[config.mk]
export PLATFORM = sky130hd
export DESIGN_NAME = mdu_iter_flat
export DESIGN_NICKNAME = d
export VERILOG_FILES = /design/src/rtl/mdu_iter_pkg.sv /design/src/rtl/mdu_iter_if.sv /design/src/rtl/mdu_iter_div_step.sv /design/src/rtl/mdu_iter.sv /design/src/flat_wrapper.sv
export SDC_FILE = /design/constraint.sdc
export NUM_CORES = 2
export LEC_CHECK = 0
export ABC_AREA = 1
export CAP_MARGIN = 20
export CELL_PAD_IN_SITES_DETAIL_PLACEMENT = 1
export CELL_PAD_IN_SITES_GLOBAL_PLACEMENT = 1
export CORE_MARGIN = 4
export CORE_UTILIZATION = 54
export CTS_BUF_LIST = sky130_fd_sc_hd__clkbuf_8
export CTS_CLUSTER_DIAMETER = 50
export DETAILED_ROUTE_END_ITERATION = 12
export PLACE_DENSITY = 0.95
export SYNTH_ARGS = -nofsm -noshare
export SYNTH_HDL_FRONTEND = slang
export SYNTH_SLANG_ARGS = --single-unit
[constraint.sdc]
create_clock -name clk -period 6.12 [get_ports clk]
set_input_delay 1.836 -clock clk [delete_from_list [all_inputs] [get_ports clk]]
set_output_delay 1.836 -clock clk [all_outputs]
set_load 0.01 [all_outputs]
[src/rtl/mdu_iter_pkg.sv]
`default_nettype none
// ============================================================================
// Module      : mdu_pkg
// Description : Shared types for the iterative multiply/divide unit.
// Revision    : 1.0 - initial release
// ============================================================================
package mdu_pkg;

    typedef enum logic [3:0] {
        MD_NONE  = 4'd0,
        MD_MULT  = 4'd1,
        MD_MULTU = 4'd2,
        MD_DIV   = 4'd3,
        MD_DIVU  = 4'd4,
        MD_MTHI  = 4'd5,
        MD_MTLO  = 4'd6,
        MD_MADD  = 4'd7,
        MD_MADDU = 4'd8,
        MD_MSUB  = 4'd9,
        MD_MSUBU = 4'd10
    } md_op_e;

    typedef enum logic [1:0] {
        IDLE = 2'd0,
        MUL  = 2'd1,
        DIV  = 2'd2
    } mdu_state_e;

    // How a finished product is folded into {hi,lo}.
    typedef enum logic [1:0] {
        MC_SET = 2'd0,
        MC_ADD = 2'd1,
        MC_SUB = 2'd2
    } mul_commit_e;

    function automatic logic op_is_signed(input md_op_e op);
        return (op == MD_MULT) || (op == MD_DIV) || (op == MD_MADD) || (op == MD_MSUB);
    endfunction

endpackage
`default_nettype wire

[src/rtl/mdu_iter_if.sv]
`default_nettype none
// ============================================================================
// Module      : mdu_iter_if
// Description : E-stage request / HI-LO result bundle of the MDU.
// Revision    : 1.0 - initial release
// ============================================================================
interface mdu_iter_if
    import mdu_pkg::*;
#(
    parameter int WIDTH = 32
);
    logic             start;
    md_op_e           md_op;
    logic             abort;
    logic [WIDTH-1:0] a;
    logic [WIDTH-1:0] b;
    logic             busy;
    logic [WIDTH-1:0] hi;
    logic [WIDTH-1:0] lo;

    modport master (
        output start, md_op, abort, a, b,
        input  busy, hi, lo
    );

    modport slave (
        input  start, md_op, abort, a, b,
        output busy, hi, lo
    );
endinterface
`default_nettype wire

[src/rtl/mdu_iter_div_step.sv]
`default_nettype none
// ============================================================================
// Module      : mdu_div_step
// Description : One combinational restoring shift-subtract division step.
// Revision    : 1.0 - initial release
// ============================================================================
module mdu_div_step #(
    parameter int WIDTH = 32
) (
    input  wire logic [WIDTH-1:0] i_rem,
    input  wire logic             i_dividend_bit,
    input  wire logic [WIDTH-1:0] i_divisor,
    output logic      [WIDTH-1:0] o_rem,
    output logic                  o_q_bit
);
    logic [WIDTH:0] w_shifted;

    assign w_shifted = {i_rem, i_dividend_bit};
    assign o_q_bit   = (w_shifted >= {1'b0, i_divisor});
    // When the subtract succeeds the result is below the divisor, so WIDTH bits hold it.
    assign o_rem     = o_q_bit ? (w_shifted[WIDTH-1:0] - i_divisor) : w_shifted[WIDTH-1:0];

endmodule
`default_nettype wire

[src/rtl/mdu_iter.sv]
`default_nettype none
// ============================================================================
// Module      : mdu_iter
// Description : HI/LO registers with multi-cycle mult/madd/msub and a
//               radix-2 restoring divider for the E stage.
// Revision    : 1.0 - initial release
// ============================================================================
module mdu_iter
    import mdu_pkg::*;
#(
    parameter int WIDTH       = 32,
    parameter int MULT_CYCLES = 5
) (
    input  wire logic  clk,
    input  wire logic  reset,
    mdu_iter_if.slave  mdu
);
    localparam int c_DIV_CYCLES = WIDTH;
    localparam int c_MAX_CNT    = (MULT_CYCLES > c_DIV_CYCLES) ? MULT_CYCLES : c_DIV_CYCLES;
    localparam int c_CNT_W      = $clog2(c_MAX_CNT + 1);
    localparam logic [c_CNT_W-1:0] c_MULT_CNT = c_CNT_W'(MULT_CYCLES);
    localparam logic [c_CNT_W-1:0] c_DIV_CNT  = c_CNT_W'(c_DIV_CYCLES);
    localparam logic [c_CNT_W-1:0] c_CNT_ONE  = c_CNT_W'(1);

    mdu_state_e         r_state,    w_state_nxt;
    logic [c_CNT_W-1:0] r_cnt,      w_cnt_nxt;
    logic [WIDTH-1:0]   r_hi,       w_hi_nxt;
    logic [WIDTH-1:0]   r_lo,       w_lo_nxt;
    logic [2*WIDTH-1:0] r_prod,     w_prod_nxt;
    mul_commit_e        r_mul_op,   w_mul_op_nxt;
    logic [WIDTH-1:0]   r_quot,     w_quot_nxt;
    logic [WIDTH-1:0]   r_rem,      w_rem_nxt;
    logic [WIDTH-1:0]   r_divisor,  w_divisor_nxt;
    logic               r_neg_q,    w_neg_q_nxt;
    logic               r_neg_r,    w_neg_r_nxt;
    logic               r_div_zero, w_div_zero_nxt;

    logic               w_signed;
    logic [2*WIDTH-1:0] w_ext_a;
    logic [2*WIDTH-1:0] w_ext_b;
    logic [2*WIDTH-1:0] w_product;
    logic [WIDTH-1:0]   w_abs_a;
    logic [WIDTH-1:0]   w_abs_b;
    logic [WIDTH-1:0]   w_step_rem;
    logic               w_step_q;
    logic [WIDTH-1:0]   w_quot_final;

    assign w_signed  = op_is_signed(mdu.md_op);
    // Extending to 2*WIDTH makes the low half of one product correct for both signednesses.
    assign w_ext_a   = w_signed ? {{WIDTH{mdu.a[WIDTH-1]}}, mdu.a} : {{WIDTH{1'b0}}, mdu.a};
    assign w_ext_b   = w_signed ? {{WIDTH{mdu.b[WIDTH-1]}}, mdu.b} : {{WIDTH{1'b0}}, mdu.b};
    assign w_product = w_ext_a * w_ext_b;
    assign w_abs_a   = (w_signed && mdu.a[WIDTH-1]) ? (~mdu.a + 1'b1) : mdu.a;
    assign w_abs_b   = (w_signed && mdu.b[WIDTH-1]) ? (~mdu.b + 1'b1) : mdu.b;

    // r_quot shifts dividend bits out of the top while quotient bits enter at the bottom.
    mdu_div_step #(
        .WIDTH (WIDTH)
    ) u_div_step (
        .i_rem          (r_rem),
        .i_dividend_bit (r_quot[WIDTH-1]),
        .i_divisor      (r_divisor),
        .o_rem          (w_step_rem),
        .o_q_bit        (w_step_q)
    );

    assign w_quot_final = {r_quot[WIDTH-2:0], w_step_q};

    always_comb begin
        w_state_nxt    = r_state;
        w_cnt_nxt      = r_cnt;
        w_hi_nxt       = r_hi;
        w_lo_nxt       = r_lo;
        w_prod_nxt     = r_prod;
        w_mul_op_nxt   = r_mul_op;
        w_quot_nxt     = r_quot;
        w_rem_nxt      = r_rem;
        w_divisor_nxt  = r_divisor;
        w_neg_q_nxt    = r_neg_q;
        w_neg_r_nxt    = r_neg_r;
        w_div_zero_nxt = r_div_zero;

        case (r_state)
            IDLE: begin
                if (mdu.start && !mdu.abort) begin
                    case (mdu.md_op)
                        MD_MULT, MD_MULTU, MD_MADD, MD_MADDU, MD_MSUB, MD_MSUBU: begin
                            w_prod_nxt  = w_product;
                            w_cnt_nxt   = c_MULT_CNT;
                            w_state_nxt = MUL;
                            if (mdu.md_op == MD_MADD || mdu.md_op == MD_MADDU)
                                w_mul_op_nxt = MC_ADD;
                            else if (mdu.md_op == MD_MSUB || mdu.md_op == MD_MSUBU)
                                w_mul_op_nxt = MC_SUB;
                            else
                                w_mul_op_nxt = MC_SET;
                        end
                        MD_DIV, MD_DIVU: begin
                            w_quot_nxt     = w_abs_a;
                            w_divisor_nxt  = w_abs_b;
                            w_rem_nxt      = '0;
                            w_neg_q_nxt    = w_signed && (mdu.a[WIDTH-1] ^ mdu.b[WIDTH-1]);
                            w_neg_r_nxt    = w_signed && mdu.a[WIDTH-1];
                            w_div_zero_nxt = (mdu.b == '0);
                            w_cnt_nxt      = c_DIV_CNT;
                            w_state_nxt    = DIV;
                        end
                        MD_MTHI: w_hi_nxt = mdu.a;
                        MD_MTLO: w_lo_nxt = mdu.a;
                        default: ;
                    endcase
                end
            end
            MUL: begin
                w_cnt_nxt = r_cnt - c_CNT_ONE;
                if (r_cnt == c_CNT_ONE) begin
                    w_state_nxt = IDLE;
                    case (r_mul_op)
                        MC_ADD:  {w_hi_nxt, w_lo_nxt} = {r_hi, r_lo} + r_prod;
                        MC_SUB:  {w_hi_nxt, w_lo_nxt} = {r_hi, r_lo} - r_prod;
                        default: {w_hi_nxt, w_lo_nxt} = r_prod;
                    endcase
                end
            end
            DIV: begin
                w_cnt_nxt  = r_cnt - c_CNT_ONE;
                w_rem_nxt  = w_step_rem;
                w_quot_nxt = w_quot_final;
                if (r_cnt == c_CNT_ONE) begin
                    w_state_nxt = IDLE;
                    // Divide by zero burns the full latency but leaves HI/LO untouched.
                    if (!r_div_zero) begin
                        w_lo_nxt = r_neg_q ? (~w_quot_final + 1'b1) : w_quot_final;
                        w_hi_nxt = r_neg_r ? (~w_step_rem + 1'b1) : w_step_rem;
                    end
                end
            end
            default: w_state_nxt = IDLE;
        endcase
    end

    always_ff @(posedge clk or negedge reset) begin
        if (!reset) begin
            r_state    <= IDLE;
            r_cnt      <= '0;
            r_hi       <= '0;
            r_lo       <= '0;
            r_prod     <= '0;
            r_mul_op   <= MC_SET;
            r_quot     <= '0;
            r_rem      <= '0;
            r_divisor  <= '0;
            r_neg_q    <= 1'b0;
            r_neg_r    <= 1'b0;
            r_div_zero <= 1'b0;
        end else begin
            r_state    <= w_state_nxt;
            r_cnt      <= w_cnt_nxt;
            r_hi       <= w_hi_nxt;
            r_lo       <= w_lo_nxt;
            r_prod     <= w_prod_nxt;
            r_mul_op   <= w_mul_op_nxt;
            r_quot     <= w_quot_nxt;
            r_rem      <= w_rem_nxt;
            r_divisor  <= w_divisor_nxt;
            r_neg_q    <= w_neg_q_nxt;
            r_neg_r    <= w_neg_r_nxt;
            r_div_zero <= w_div_zero_nxt;
        end
    end

    assign mdu.busy = (r_state != IDLE);
    assign mdu.hi   = r_hi;
    assign mdu.lo   = r_lo;

endmodule
`default_nettype wire
[src/flat_wrapper.sv]
// flat-port wrapper written by rule: the top's interface ports become plain ports
module mdu_iter_flat import mdu_pkg::*;
#(
    parameter int WIDTH       = 32,
    parameter int MULT_CYCLES = 5
)
  (clk, reset, mdu_start, mdu_md_op, mdu_abort, mdu_a, mdu_b, mdu_busy, mdu_hi, mdu_lo);
  mdu_iter_if #(.WIDTH(WIDTH)) mdu_i ();
  input  wire logic clk;
  input  wire logic reset;
  input wire logic [$bits(mdu_i.start)-1:0] mdu_start;
  input wire logic [$bits(mdu_i.md_op)-1:0] mdu_md_op;
  input wire logic [$bits(mdu_i.abort)-1:0] mdu_abort;
  input wire logic [$bits(mdu_i.a)-1:0] mdu_a;
  input wire logic [$bits(mdu_i.b)-1:0] mdu_b;
  output wire logic [$bits(mdu_i.busy)-1:0] mdu_busy;
  output wire logic [$bits(mdu_i.hi)-1:0] mdu_hi;
  output wire logic [$bits(mdu_i.lo)-1:0] mdu_lo;
  assign mdu_i.start = mdu_start;
  assign mdu_i.md_op = mdu_md_op;
  assign mdu_i.abort = mdu_abort;
  assign mdu_i.a = mdu_a;
  assign mdu_i.b = mdu_b;
  assign mdu_busy = mdu_i.busy;
  assign mdu_hi = mdu_i.hi;
  assign mdu_lo = mdu_i.lo;
  mdu_iter #(.WIDTH(WIDTH), .MULT_CYCLES(MULT_CYCLES)) u_core (.clk(clk), .reset(reset), .mdu(mdu_i));
endmodule
==> flow_metrics.tcl, run 1 <==
set metrics [dict create \
    synth.area.top_cells "fa_1 38%, inv_1 14%, nand2_1 11%, ha_1 8.1%, dfrtp_1 7.9%" \
    numCtsBuffers 48 \
    grt_start_max_net_pins 117 \
    place.port_buffers 136 \
    io_pins 137 \
    synth.top_cell.area_share 0.378 \
    row_count 136 \
    yosys.area.top_type "fa_1" \
    clock_sinks 237 \
    synth-edff-count 0 \
    synthesis.nets 12219 \
    clock-root-buffer "clkbuf_8" \
    post-dp-hpwl_microns 377000 \
    yosysUniqueCellTypes 70 \
    error_line "[ERROR GRT-0116] Global routing finished with congestion. Check the congestion regions in the DRC Viewer." \
    start_util 0.545 \
    cts_max_level 2 \
    syn_area_sq_mm 0.0751 \
    die_w_microns 381 \
    netlist_instances 10242 \
    overflow 11191 \
    ys.flop_type "dfrtp_1" \
    grt_use_total 1.02 \
    haltStage "global routing" \
    gp_congestion 1.17 \
    status "aborted with a tool error" \
    pre_cts_ws_ps -6510 \
    synth_seq_cells 237 \
    grt_pass1_wl_microns 1100000 \
    synth-async-reset-ratio 1.00 \
    die_h_microns 381 \
    ctsLongestPathBuffers 3 \
    yosysWarnings 0 \
    synth_area_per_cell_sq_um 7.34 \
    seq_area_frac_synth 0.0789 \
    grt_pass1_vias 132241 \
]
==> cell usage after synthesis (3+ instances only) <==
cell,number
clkinv_1,4
xnor2_1,61
dfrtp_1,237
a221oi_1,3
a211oi_1,4
nand3_1,347
o22ai_1,43
a21boi_0,21
o221ai_1,7
buf_1,92
nor2_4,4
o21bai_1,20
nand3b_1,9
o21a_1,12
a2bb2oi_1,13
buf_2,12
o211ai_1,52
and3_1,6
nand4_1,50
a21o_1,22
a31oi_1,41
nand2_1,2203
or2_2,75
xor2_1,93
inv_1,2718
o21ai_1,21
clkbuf_1,324
nand2_2,22
inv_2,10
nor4_1,20
nor3_1,73
and2_1,10
o21ai_0,482
nor2_2,10
a21oi_2,3
nor2_1,637
buf_4,3
buf_6,3
o31ai_1,7
a21boi_1,16
ha_1,488
a21oi_1,511
fa_1,1417
==> metrics by stage <==
step                      area (sq um)  instances  hold slack [ps]
after global placement           85700      12635              473
after detailed placement         85800      12636              488
after floorplan                  78100      10242              447
after CTS                        91700      12872              508
==> repair_timing <==
| item | 4_1_cts |
|---|---|
| gates cloned | 7 |
| endpoints found under the setup margin | 60 |
| pin swaps | 340 |
| resized for setup | 1081 |
| setup buffers | 148 |
| hold buffers | 0 |
==> logic make-up after synthesis <==
family / count (synthesis) / synth area share
xor gates and xnor gates: 154 / 0.0180
DFF: 237 / 0.0789
AOI/OAI and AO/OA: 1297 / 0.0953
buffers and inverters: 3167 / 0.159
and+or+nand+nor: 3482 / 0.190
adders and majority gates: 1905 / 0.459
==> layer usage <==
metal | overflow | track usage
met4 | 2496 | 1.11
met3 | 266 | 0.850
met2 | 8070 | 1.25
met1 | 311 | 0.918
met5 | 48 | 0.687
==> run 2, diff against run 1 <==
Settings changed: CELL_PAD_IN_SITES_DETAIL_PLACEMENT 1 to not set, CELL_PAD_IN_SITES_GLOBAL_PLACEMENT 1 to not set, CORE_UTILIZATION 54 to 40, CTS_BUF_LIST sky130_fd_sc_hd__clkbuf_8 to not set, CTS_CLUSTER_DIAMETER 50 to not set, PLACE_DENSITY 0.95 to not set, PLACE_DENSITY_LB_ADDON set to 0.15.
==> flow_metrics.tcl, run 2 <==
set metrics [dict create \
    synth.top_cell.area_share 0.378 \
    critical-path-top-delay-family "adder cells" \
    cp.required_ps 6570 \
    antenna_found_initial 18 \
    synth_seq_cells 237 \
    cts_hold_buf 0 \
    avgViaCountPerCell 5.13 \
    cp-end-kind "flip-flop" \
    overflow 0 \
    insertion_delay_ps 610 \
    drtAntennaViolNets 0 \
    status "finished with violations" \
    yosysWarnings 0 \
    pre_cts_ws_ps -5120 \
    grt_pass1_wl_microns 466000 \
    synth-async-reset-ratio 1.00 \
    start_util 0.404 \
    post-dp-hpwl_microns 271000 \
    maxSlewHeadroom 0.234 \
    max_flop_register "u_core.r_prod" \
    fin_hold_ws_ps 489 \
    ys.flop_type "dfrtp_1" \
    clock-root-buffer "clkbuf_16" \
    netlist_instances 10242 \
    routedWlPerCell_microns 23.2 \
    tritoncts "done" \
    clock_sinks 237 \
    synth.area.top_cells "fa_1 38%, inv_1 14%, nand2_1 11%, ha_1 8.1%, dfrtp_1 7.9%" \
    seq_area_frac_synth 0.0789 \
    fmax_mhz 101 \
    drc 0 \
    tightestPinTransition_ps 1150 \
    synth_commonest_cells "2718 x inv_1, 2203 x nand2_1, 1417 x fa_1, 637 x nor2_1, 511 x a21oi_1" \
    synthesis.nets 12219 \
    drt-initial-drc-count 5897 \
    yosysMostFrequentCell "inv_1" \
    clock_skew_ps 13.8 \
    fillers 18522 \
    ctsLongestPathBuffers 3 \
    cts_max_level 1 \
    cpMostUsedCell "fa_1" \
    yosys.area.top_type "fa_1" \
    hold_violations 0 \
    violations "negative setup slack" \
    die_h_microns 441 \
    layout_setup_ws_ps -3750 \
    area_delta_synth_final_pct 23.0 \
    rsz0062_at_grt "yes" \
    mostFrequentLayoutCells "2582 x inv_1, 2111 x nand2_1, 1316 x fa_1" \
    yosysUniqueCellTypes 70 \
    cp_data_arrival_time_ps 10320 \
    grt_pass1_vias 72411 \
    cap_viol_max_count 0 \
    clkTransAtPathRegs_ps 60 \
    numCtsBuffers 31 \
    wirelength_microns 314000 \
    routed-via-count 69591 \
    syn_area_sq_mm 0.0751 \
    drv_slew 0 \
    gp_congestion 1.01 \
    path_buf_inv 14 \
    core_area_sq_mm 0.186 \
    synth_area_per_cell_sq_um 7.34 \
    post-route-period-util 1.61 \
    largest_register_ffs 64 \
    max_stage_delay_ps 580 \
    fin_crit_ps 9870 \
    grt_use_total 0.323 \
    synth-edff-count 0 \
    setup_viol 57 \
    layout_commonest_cell "inv_1" \
    final_nets 13039 \
    grt_start_max_net_pins 92 \
    die_w_microns 441 \
    die-area_sq_mm 0.195 \
    cp_max_fo 5 \
    row_count 158 \
    critPathLaunchType "input port" \
    io_pins 137 \
    drive_gt1_frac 0.181 \
    dr.pass1.iters 6 \
    criticalPathCategory "input port to flip-flop" \
    min_path_type "flip-flop to flip-flop" \
    slowest_stage "fa_1" \
    place.port_buffers 136 \
]
run 2: cell counts after synthesis:
No cell type changed its count.
run 2: through the flow:
stage               std cells  cell area [sq um]  utilization  setup TNS, ps
detailed placement      13375              87300        0.469        -222600
finish                  13575              92400        0.497        -157310
global route            13573              92400        0.497        -170400
global placement        13375              87300        0.469        -220460
CTS                     13504              90500        0.487        -155640
floorplan               10242              78100            -        -145730
run 2: metal layers:
metal / wire length (microns) / vias up / GRT usage
li1: - / 31986 / -
met1: 131000 / 34754 / 0.429
met2: 146000 / 2339 / 0.537
met3: 18600 / 508 / 0.0317
met4: 18000 / 4 / 0.141
met5: 26 / - / 0
run 2: logic make-up (layout without fill, tap and decap cells):
kind of cell,Yosys count,count (layout),share of synthesized area
xor+xnor,154,154,0.0180
fa+ha+maj,1905,1905,0.459
simple gates,3482,3482,0.190
flops,237,237,0.0789
other cells,0,8,0
compound gates,1297,1297,0.0953
buf+inv,3167,4012,0.159
run 2: final cells by class:
class	instances	area, sq um	area share
multi-input combinational	6838	60600	0.656
timing repair buffer	1222	11400	0.123
inverter	2732	10300	0.112
sequential	237	5930	0.0642
tap	2480	3100	0.0336
clock buffer	41	863	0.00935
clock inverter	17	205	0.00222
antenna	8	20.0	0.000217
run 2: path summary, 6_finish.rpt:
check	startpoint	end	slack, ps	cells past startpoint
worst min-delay path	u_core.r_divisor[5]$_DFFE_PN0P_	u_core.r_divisor[5]$_DFFE_PN0P_	490	2
worst min register to register	u_core.r_divisor[5]$_DFFE_PN0P_	u_core.r_divisor[5]$_DFFE_PN0P_	490	2
worst max register to register	u_core.r_divisor[25]$_DFFE_PN0P_	u_core.mdu.lo[26]$_DFFE_PN0P_	1140	28
max in group asynchronous	reset	u_core.r_rem[22]$_DFFE_PN0P_	3800	2
worst max-delay path	mdu_md_op[0]	u_core.r_prod[51]$_DFFE_PN0P_	-3750	38
min in group asynchronous	reset	u_core.r_prod[4]$_DFFE_PN0P_	1170	1
run 2: worst reg2reg max path: cells and delay by family (launching register included):
kind / cells / cell delay [ps]
AND/OR/NAND/NOR: 17 / 2630
AO/OA/AOI/OAI: 4 / 630
flip-flops: 1 / 400
adder cells (fa/ha/maj): 2 / 580
buffers and inverters: 5 / 660
run 2: repair_timing:
item | 4_1_cts | 5_1_grt
endpoints found under the setup margin | 58 | 58
pin swaps | 270 | 233
resized for setup | 451 | 356
cloned | 2 | 3
setup buffers | 76 | 68
Power of run 2 is not shown: default switching activity piles up to over one toggle a cycle in this logic, so the estimate is an artifact.
